File: config.mk
export PLATFORM = sky130hd
export DESIGN_NAME = ps2_tx
export DESIGN_NICKNAME = d
export VERILOG_FILES = /design/src/rtl/ps2_tx.sv
export SDC_FILE = /design/constraint.sdc
export NUM_CORES = 1
export LEC_CHECK = 0
export CAP_MARGIN = 20
export CORE_ASPECT_RATIO = 1.75
export CORE_MARGIN = 3
export CORE_UTILIZATION = 50
export DETAILED_ROUTE_END_ITERATION = 16
export GPL_TIMING_DRIVEN = 0
export PLACE_DENSITY = 0.68
export SYNTH_ARGS = -nofsm -noshare
export SYNTH_HDL_FRONTEND = slang
export SYNTH_SLANG_ARGS = --single-unit
File: constraint.sdc
create_clock -name clock -period 3.06 [get_ports clock]
set_input_delay 0.612 -clock clock [delete_from_list [all_inputs] [get_ports clock]]
set_output_delay 0.612 -clock clock [all_outputs]
set_load 0.01 [all_outputs]
File: src/rtl/ps2_tx.sv
`timescale 1ns/1ps
// ps2_tx: PS/2 host-to-device transmitter. Inhibits the bus, sends start/data/parity/stop
// on device clock edges, checks the device ACK and reports ack/err with a done pulse.

module ps2_tx_filter #(
  parameter int unsigned FILTER = 8
) (
  input  logic clock,
  input  logic reset_n,
  input  logic pin,
  output logic level
);
  localparam int unsigned CW = $clog2(FILTER + 1);
  localparam logic [CW-1:0] CNT_LAST = CW'(FILTER - 1);

  logic          meta;
  logic          sync;
  logic [CW-1:0] cnt;

  // NOTE: the synchronizer and filter reset to 1, the idle level of the pulled-up bus,
  // so leaving reset never produces a phantom falling edge.
  always_ff @(posedge clock or negedge reset_n) begin
    if (!reset_n) begin
      meta  <= 1'b1;
      sync  <= 1'b1;
      level <= 1'b1;
      cnt   <= '0;
    end else begin
      meta <= pin;
      sync <= meta;
      if (sync == level) begin
        cnt <= '0;
      end else if (cnt == CNT_LAST) begin
        level <= sync;
        cnt   <= '0;
      end else begin
        cnt <= cnt + CW'(1);
      end
    end
  end
endmodule

module ps2_tx #(
  parameter int unsigned CLK_HZ  = 25_000_000,
  parameter int unsigned INHIBIT = 2500,
  parameter int unsigned TIMEOUT = 375_000,
  parameter int unsigned FILTER  = 8
) (
  input  logic       clock,
  input  logic       reset_n,
  input  logic       ps_clk_i,
  input  logic       ps_dat_i,
  output logic       ps_clk_oe,
  output logic       ps_dat_oe,
  input  logic [7:0] data,
  input  logic       start,
  output logic       busy,
  output logic       done,
  output logic       ack,
  output logic       err
);
  typedef enum logic [2:0] {
    S_IDLE,
    S_INHIBIT,
    S_START,
    S_SEND,
    S_ACK,
    S_WAIT_IDLE
  } state_t;

  localparam int unsigned IW = $clog2(INHIBIT + 1);
  localparam int unsigned TW = $clog2(TIMEOUT + 1);
  localparam logic [IW-1:0] INH_LAST = IW'(INHIBIT - 1);
  localparam logic [TW-1:0] TMO_LAST = TW'(TIMEOUT - 1);

  if (CLK_HZ == 0 || INHIBIT == 0 || TIMEOUT < 2 || FILTER == 0) begin : g_bad_params
    $error("ps2_tx: CLK_HZ, INHIBIT, FILTER must be nonzero and TIMEOUT at least 2");
  end

  logic clk_lvl;
  logic dat_lvl;
  logic clk_lvl_q;
  logic fall;

  ps2_tx_filter #(.FILTER(FILTER)) u_clk_filter (
    .clock   (clock),
    .reset_n (reset_n),
    .pin     (ps_clk_i),
    .level   (clk_lvl)
  );

  ps2_tx_filter #(.FILTER(FILTER)) u_dat_filter (
    .clock   (clock),
    .reset_n (reset_n),
    .pin     (ps_dat_i),
    .level   (dat_lvl)
  );

  always_ff @(posedge clock or negedge reset_n) begin
    if (!reset_n) clk_lvl_q <= 1'b1;
    else          clk_lvl_q <= clk_lvl;
  end

  assign fall = clk_lvl_q & ~clk_lvl;

  state_t        state;
  logic [9:0]    shreg;
  logic [3:0]    bit_cnt;
  logic [IW-1:0] inh_cnt;
  logic [TW-1:0] tmo_cnt;
  logic          ack_seen;

  // NOTE: all state and outputs use non-blocking assignments so every branch sees the
  // values from before this edge, independent of statement order.
  always_ff @(posedge clock or negedge reset_n) begin
    if (!reset_n) begin
      state     <= S_IDLE;
      shreg     <= '0;
      bit_cnt   <= '0;
      inh_cnt   <= '0;
      tmo_cnt   <= '0;
      ack_seen  <= 1'b0;
      ps_clk_oe <= 1'b0;
      ps_dat_oe <= 1'b0;
      busy      <= 1'b0;
      done      <= 1'b0;
      ack       <= 1'b0;
      err       <= 1'b0;
    end else begin
      // NOTE: done defaults low every cycle so any branch that sets it yields one pulse.
      done <= 1'b0;
      case (state)
        S_IDLE: begin
          if (start) begin
            shreg     <= {1'b1, ~^data, data};
            ack       <= 1'b0;
            err       <= 1'b0;
            ack_seen  <= 1'b0;
            busy      <= 1'b1;
            ps_clk_oe <= 1'b1;
            inh_cnt   <= '0;
            state     <= S_INHIBIT;
          end
        end

        S_INHIBIT: begin
          if (inh_cnt == INH_LAST) begin
            ps_dat_oe <= 1'b1;
            state     <= S_START;
          end else begin
            inh_cnt <= inh_cnt + IW'(1);
          end
        end

        S_START: begin
          ps_clk_oe <= 1'b0;
          bit_cnt   <= '0;
          tmo_cnt   <= '0;
          state     <= S_SEND;
        end

        S_SEND, S_ACK, S_WAIT_IDLE: begin
          if (!fall && tmo_cnt == TMO_LAST) begin
            ps_dat_oe <= 1'b0;
            ack       <= 1'b0;
            err       <= 1'b1;
            done      <= 1'b1;
            busy      <= 1'b0;
            state     <= S_IDLE;
          end else begin
            tmo_cnt <= fall ? '0 : tmo_cnt + TW'(1);
            if (state == S_SEND && fall) begin
              // Bits leave LSB first; the trailing stop bit 1 releases the data line.
              ps_dat_oe <= ~shreg[0];
              shreg     <= {1'b0, shreg[9:1]};
              bit_cnt   <= bit_cnt + 4'd1;
              if (bit_cnt == 4'd9) state <= S_ACK;
            end else if (state == S_ACK && fall) begin
              ack_seen <= ~dat_lvl;
              state    <= S_WAIT_IDLE;
            end else if (state == S_WAIT_IDLE && clk_lvl && dat_lvl) begin
              ack   <= ack_seen;
              err   <= ~ack_seen;
              done  <= 1'b1;
              busy  <= 1'b0;
              state <= S_IDLE;
            end
          end
        end

        default: begin
          ps_clk_oe <= 1'b0;
          ps_dat_oe <= 1'b0;
          busy      <= 1'b0;
          state     <= S_IDLE;
        end
      endcase
    end
  end
endmodule

# == After elaboration in Yosys (flattened, before gate mapping) ==
# Cells that the tools add are included.
# word_totals
register_bits,70
inputBits,13
output_inout_bits,6
word_cells,144
# op_classes
n_addsub,5
eq_ne,25
n_mux,56
n_bitwise,10
reduce_logical,27
# ops
op,count
two-way mux 19 bit,2
one-hot mux 19 bit (2 select lines),1
two-way mux 10 bit,3
two-way mux 1 bit,25
two-way mux 12 bit,2
two-way mux 4 bit,6
one-hot mux 12 bit (2 select lines),1
two-way mux 3 bit,7
one-hot mux 10 bit (2 select lines),1
"adder 19 x 1 -> 19 bit, second input constant",1
"equality test 19 bit, second input constant",1
AND reduction 5 bit,3
"inequality test 2 bit, second input constant",7
"adder 12 x 1 -> 12 bit, second input constant",1
"adder 4 x 1 -> 4 bit, second input constant",3
"equality test 12 bit, second input constant",1
"inequality test 3 bit, second input constant",4
one-hot mux 3 bit (4 select lines),1
NOT 1 bit,9
AND reduction 3 bit,3
"equality test 4 x 3 -> 1 bit, second input constant",2
one-hot mux 1 bit (2 select lines),4
one-hot mux 4 bit (2 select lines),1
AND reduction 2 bit,4
18 further kinds,30

# == Depth between registers and ports, before layout ==
# depth
word_depth,8
mapped_depth,8

# == By module ==
# A second synthesis with hierarchy kept.
# hier_totals
hier_cells,393
area_unflattened_um2,3723.6
# modules_own_cells
mod,n_inst,cells_per_inst,area_per_inst_um2
ps2_tx,1,354,3163.0
ps2_tx_filter at u_dat_filter,1,19,289.0
ps2_tx_filter at u_clk_filter,1,20,271.5

# == Least setup slack after synthesis ==
# No wires, ideal clock.
# synth_path
path_kind,register to register
startpoint,reg u_clk_filter.level
endpoint,reg state[1]
setup_ns,0.126
t_arrival_ns,1.849
setup_slack_ns,1.085
path_stages_with_launch,8
path_buffers,2
synth_period_minus_slack_ns,1.975
cell_sequence,dfstp_2 nand2b_1 buf_2 nand3_2 or3_1 buf_2 and4_4 o32a_1
# synth_between
elab_chain_cells,7
word_cells_on_any_way,15
cone_classes,eq/ne: 2; mux: 4; bitwise: 2; reduce/logical: 7
# synth_rtl
element,line_no,text
from (decl),11,output logic level
from (signal assigned),34,level <= sync;
NOT 1 bit,104,assign fall = clk_lvl_q & ~clk_lvl;
AND 1 bit,104,
logical AND 1 bit,178,end else if (state == S_ACK && fall) begin
two-way mux 3 bit,178,
two-way mux 3 bit,172,if (state == S_SEND && fall) begin
two-way mux 3 bit,163,if (!fall && tmo_cnt == TMO_LAST) begin
one-hot mux 3 bit (4 select lines),132,case (state)
to (signal assigned),169,state <= S_IDLE;
to (signal assigned),177,if (bit_cnt == 4'd9) state <= S_ACK;
to (signal assigned),180,state <= S_WAIT_IDLE;
to (decl),106,state_t state;
# Several ways; a longest one is shown, not always the timed one.
# A chain may end at the register's enable or synchronous reset.

# == Worst setup path in the final report ==
# layout_path
startpoint,in start
endpoint,reg shreg[8]
# layout_between
elab_chain_cells,2
# layout_rtl
element,line_no,text
from (decl),56,"input logic start,"
inequality test 2 bit (no source line),n/a,
AND reduction 4 bit (no source line),n/a,
to (signal assigned),135,"shreg <= {1'b1, ~^data, data};"
to (signal assigned),175,"shreg <= {1'b0, shreg[9:1]};"
to (decl),107,logic [9:0] shreg;
# No other way between the ends.

==> flow_summary.json <==
{
  "holdPathStages": 0,
  "seq_power_share": 0.481,
  "drcViolationCount": 0,
  "drv_cap": 0,
  "slowest_stage": "clkdlybuf4s50_1",
  "p_int_uw": 1800,
  "max-clock-path-buffers": 2,
  "synth_area_sq_um": 3620,
  "place.port_buffers": 18,
  "route.antenna.remaining_nets": 0,
  "leakage_uw": 0.00175,
  "postSynthAreaPerCell_sq_um": 9.34,
  "min_path_type": "flop to flop",
  "async_flop_share": 1.00,
  "synthMuxAreaShare": 0.0121,
  "chipHeight_microns": 119,
  "ys_warn_count": 0,
  "routed_wl_microns": 7860,
  "yosys.area_share.simple": 0.250,
  "synthFlopType": "dfrtp_1",
  "rsz0062_at_grt": "no",
  "period_needed_ps": 2280,
  "crit_top_cell": "nand2_1",
  "h-tree-depth": 3,
  "grt_usage": 0.210,
  "setup_violations": 0,
  "arrival_ps": 2470,
  "yosysMostFrequentCell": "dfrtp_1",
  "gr-total-overflow": 0,
  "clock_skew_ps": 4.86,
  "synthAdderAreaFrac": 0.0207,
  "reg2reg_to": "state[1]$_DFFE_PN0P_",
  "critPathMaxFanout": 10,
  "nNetsFinal": 436,
  "crit_buf_inv": 2,
  "pre_cts_ws_ps": 506,
  "start_util": 0.521,
  "io_pins": 19,
  "drv_slew": 0,
  "synth_top_cells_by_count": "63 x dfrtp_1, 52 x nor2_1, 47 x nand2_1",
  "clock.fmax_mhz": 438,
  "grt_pass1_vias": 3139,
  "drt_iter0_drc": 177,
  "clkLatencyLatePin_ps": 330,
  "combPwrFrac": 0.129,
  "drive_above_1_share": 0.0877,
  "synth_compound_area_frac": 0.135,
  "worstHoldStart": "u_clk_filter.meta$_DFF_PN1_",
  "placementRows": 40,
  "slowest_delay_ps": 530,
  "placeableCoreArea_sq_um": 6960,
  "whs_ps": 353,
  "dp_cells": 490,
  "worst_slew_pin_slew_ps": 881,
  "synth_xor_area_frac": 0.0701,
  "num_antenna_cells": 0,
  "ys_seq_area_frac": 0.486,
  "hold_buffers": 0,
  "synth_area_leader_cell": "dfrtp_1",
  "status": "completed",
  "cts_buffers": 9,
  "power.switching_uw": 624,
  "clk_pin_slew_worst_paths_ps": 50,
  "slew_headroom": 0.413,
  "final-hold-violation-count": 0,
  "hold-path-endpoint": "u_clk_filter.sync$_DFF_PN1_",
  "syn_inst": 388,
  "rr_startpoint": "u_clk_filter.level$_DFFE_PN1P_",
  "synth_top_family_by_area": "simple AND/OR/NAND/NOR gates",
  "startpoint": "start",
  "first_pass_iters": 4,
  "cts_repair_resize_count": 0,
  "die-area_sq_um": 8350,
  "synthTopCellsByArea": "dfrtp_1 43%, nor2_1 5.4%, dfstp_2 5.1%",
  "layout_setup_ws_ps": 778,
  "ir_drop_mv": 0.381,
  "power_uw": 2430,
  "cp.required_ps": 3250,
  "period_share": 0.746,
  "crit_family": "buffers and inverters",
  "antenna_found_initial": 0,
  "dp_hpwl_microns": 5650,
  "syn2layout_area_growth_pct": 15.3,
  "path_depth": 6,
  "fin_area_sq_um": 4180,
  "cts_setup_buffers": 0,
  "synth_nets": 407,
  "place_congestion": 0.934,
  "ff2ff_setup_slack_ps": 920,
  "routed_via_density": 5.80,
  "grt_max_degree": 71,
  "reg2reg_depth": 7,
  "cp-start-kind": "primary input",
  "ys_ff_latch": 70,
  "synth.distinct_cells": 54,
  "synth_top_area_frac": 0.435,
  "cp-end-kind": "flop",
  "wl_per_cell_microns": 15.5,
  "crit_chain": "clkdlybuf4s50_1 -> nor2b_1 -> nand2_1 -> nand2_1 -> clkbuf_1 -> o221ai_1",
  "p_per_area_nw_per_um2": 580,
  "fin_cells": 506,
  "clock_power_share": 0.390,
  "sw_frac_of_total": 0.257,
  "vias": 2935,
  "grt_first_pass_wirelength_microns": 14000,
  "die_width_microns": 70.4,
  "cts.sinks": 70,
  "synth_edf_count": 0,
  "cts-root-buf": "clkbuf_16",
  "critPathKind": "primary input to flop",
  "cts_tree": "built",
  "placed_area_sq_um": 3910
}
kinds of logic after synthesis:
logic type               Yosys count
XOR/XNOR                          29
AO/OA/AOI/OAI                     76
AND/OR/NAND/NOR                  183
adder cells (fa/ha/maj)            6
flip-flops                        70
multiplexers                       4
buffers and inverters             20
through the flow:
stage | TNS, ps | utilization
finish | 0 | 0.601
global route | 0 | 0.601
CTS | 0 | 0.601
detailed placement | 0 | 0.562
global placement | -63460 | 0.562
floorplan | 0 | -
sequential cells by signal, summed over array words and instances, names as in the netlist:
name and flops:
tmo_cnt 19, inh_cnt 12, shreg 10, bit_cnt 4, u_clk_filter.cnt 4, u_dat_filter.cnt 4
state 3, ack 1, ack_seen 1, busy 1, clk_lvl_q 1, done 1
err 1, ps_clk_oe 1, ps_dat_oe 1, u_clk_filter.level 1, u_clk_filter.meta 1, u_clk_filter.sync 1
u_dat_filter.level 1, u_dat_filter.meta 1, u_dat_filter.sync 1
worst max-delay path by stage:
| stage | endpoint | slack [ps] |
|---|---|---|
| detailed placement | shreg[8]$_DFFE_PN0P_ | 510 |
| global route | shreg[7]$_DFFE_PN0P_ | 640 |
| CTS | shreg[4]$_DFFE_PN0P_ | 840 |
| finish | shreg[8]$_DFFE_PN0P_ | 780 |
| global placement | tmo_cnt[7]$_DFFE_PN0P_ | -990 |
| floorplan | state[1]$_DFFE_PN0P_ | 1080 |
power groups by stage:
stage	clock (uW)	sequential, uW	combinational (uW)
floorplan	0	1150	229
global placement	0	1180	301
detailed placement	0	1190	316
CTS	968	1170	318
global route	1020	1190	364
finish	946	1170	312
cells in the final DEF, fill, tap and decap left out, types with 4 or more instances in the layout:
cell,instances
dfstp_2,7
nand4_1,9
nand3_1,19
and3_1,7
o21ai_0,22
ha_1,6
a21oi_1,22
nor3_1,16
nor2b_1,7
inv_1,6
nor2_1,52
nand2_1,47
xor2_1,10
dfrtp_1,63
clkbuf_16,9
clkdlybuf4s50_1,17
clkbuf_1,12
or3_1,4
xnor2_1,19
a31oi_1,10
metal layers:
layer | vias up | global-route usage | share of wire
li1 | 1432 | - | -
met1 | 1431 | 0.236 | 0.41
met2 | 52 | 0.359 | 0.54
met3 | 20 | 0.0468 | 0.027
met4 | 0 | 0.121 | 0.031
met5 | - | 0 | 0
final cells by class:
type,instances,area [sq um]
repair buffers,18,178
inverters,6,22.5
flip-flops and latches,70,1760
clock buffers,15,268
plain buffers,14,75.1
fillers,624,2780
well taps,84,105
clock inverters,1,5.00
multi-input cells,298,1770
(Power assumes the default switching activity.)
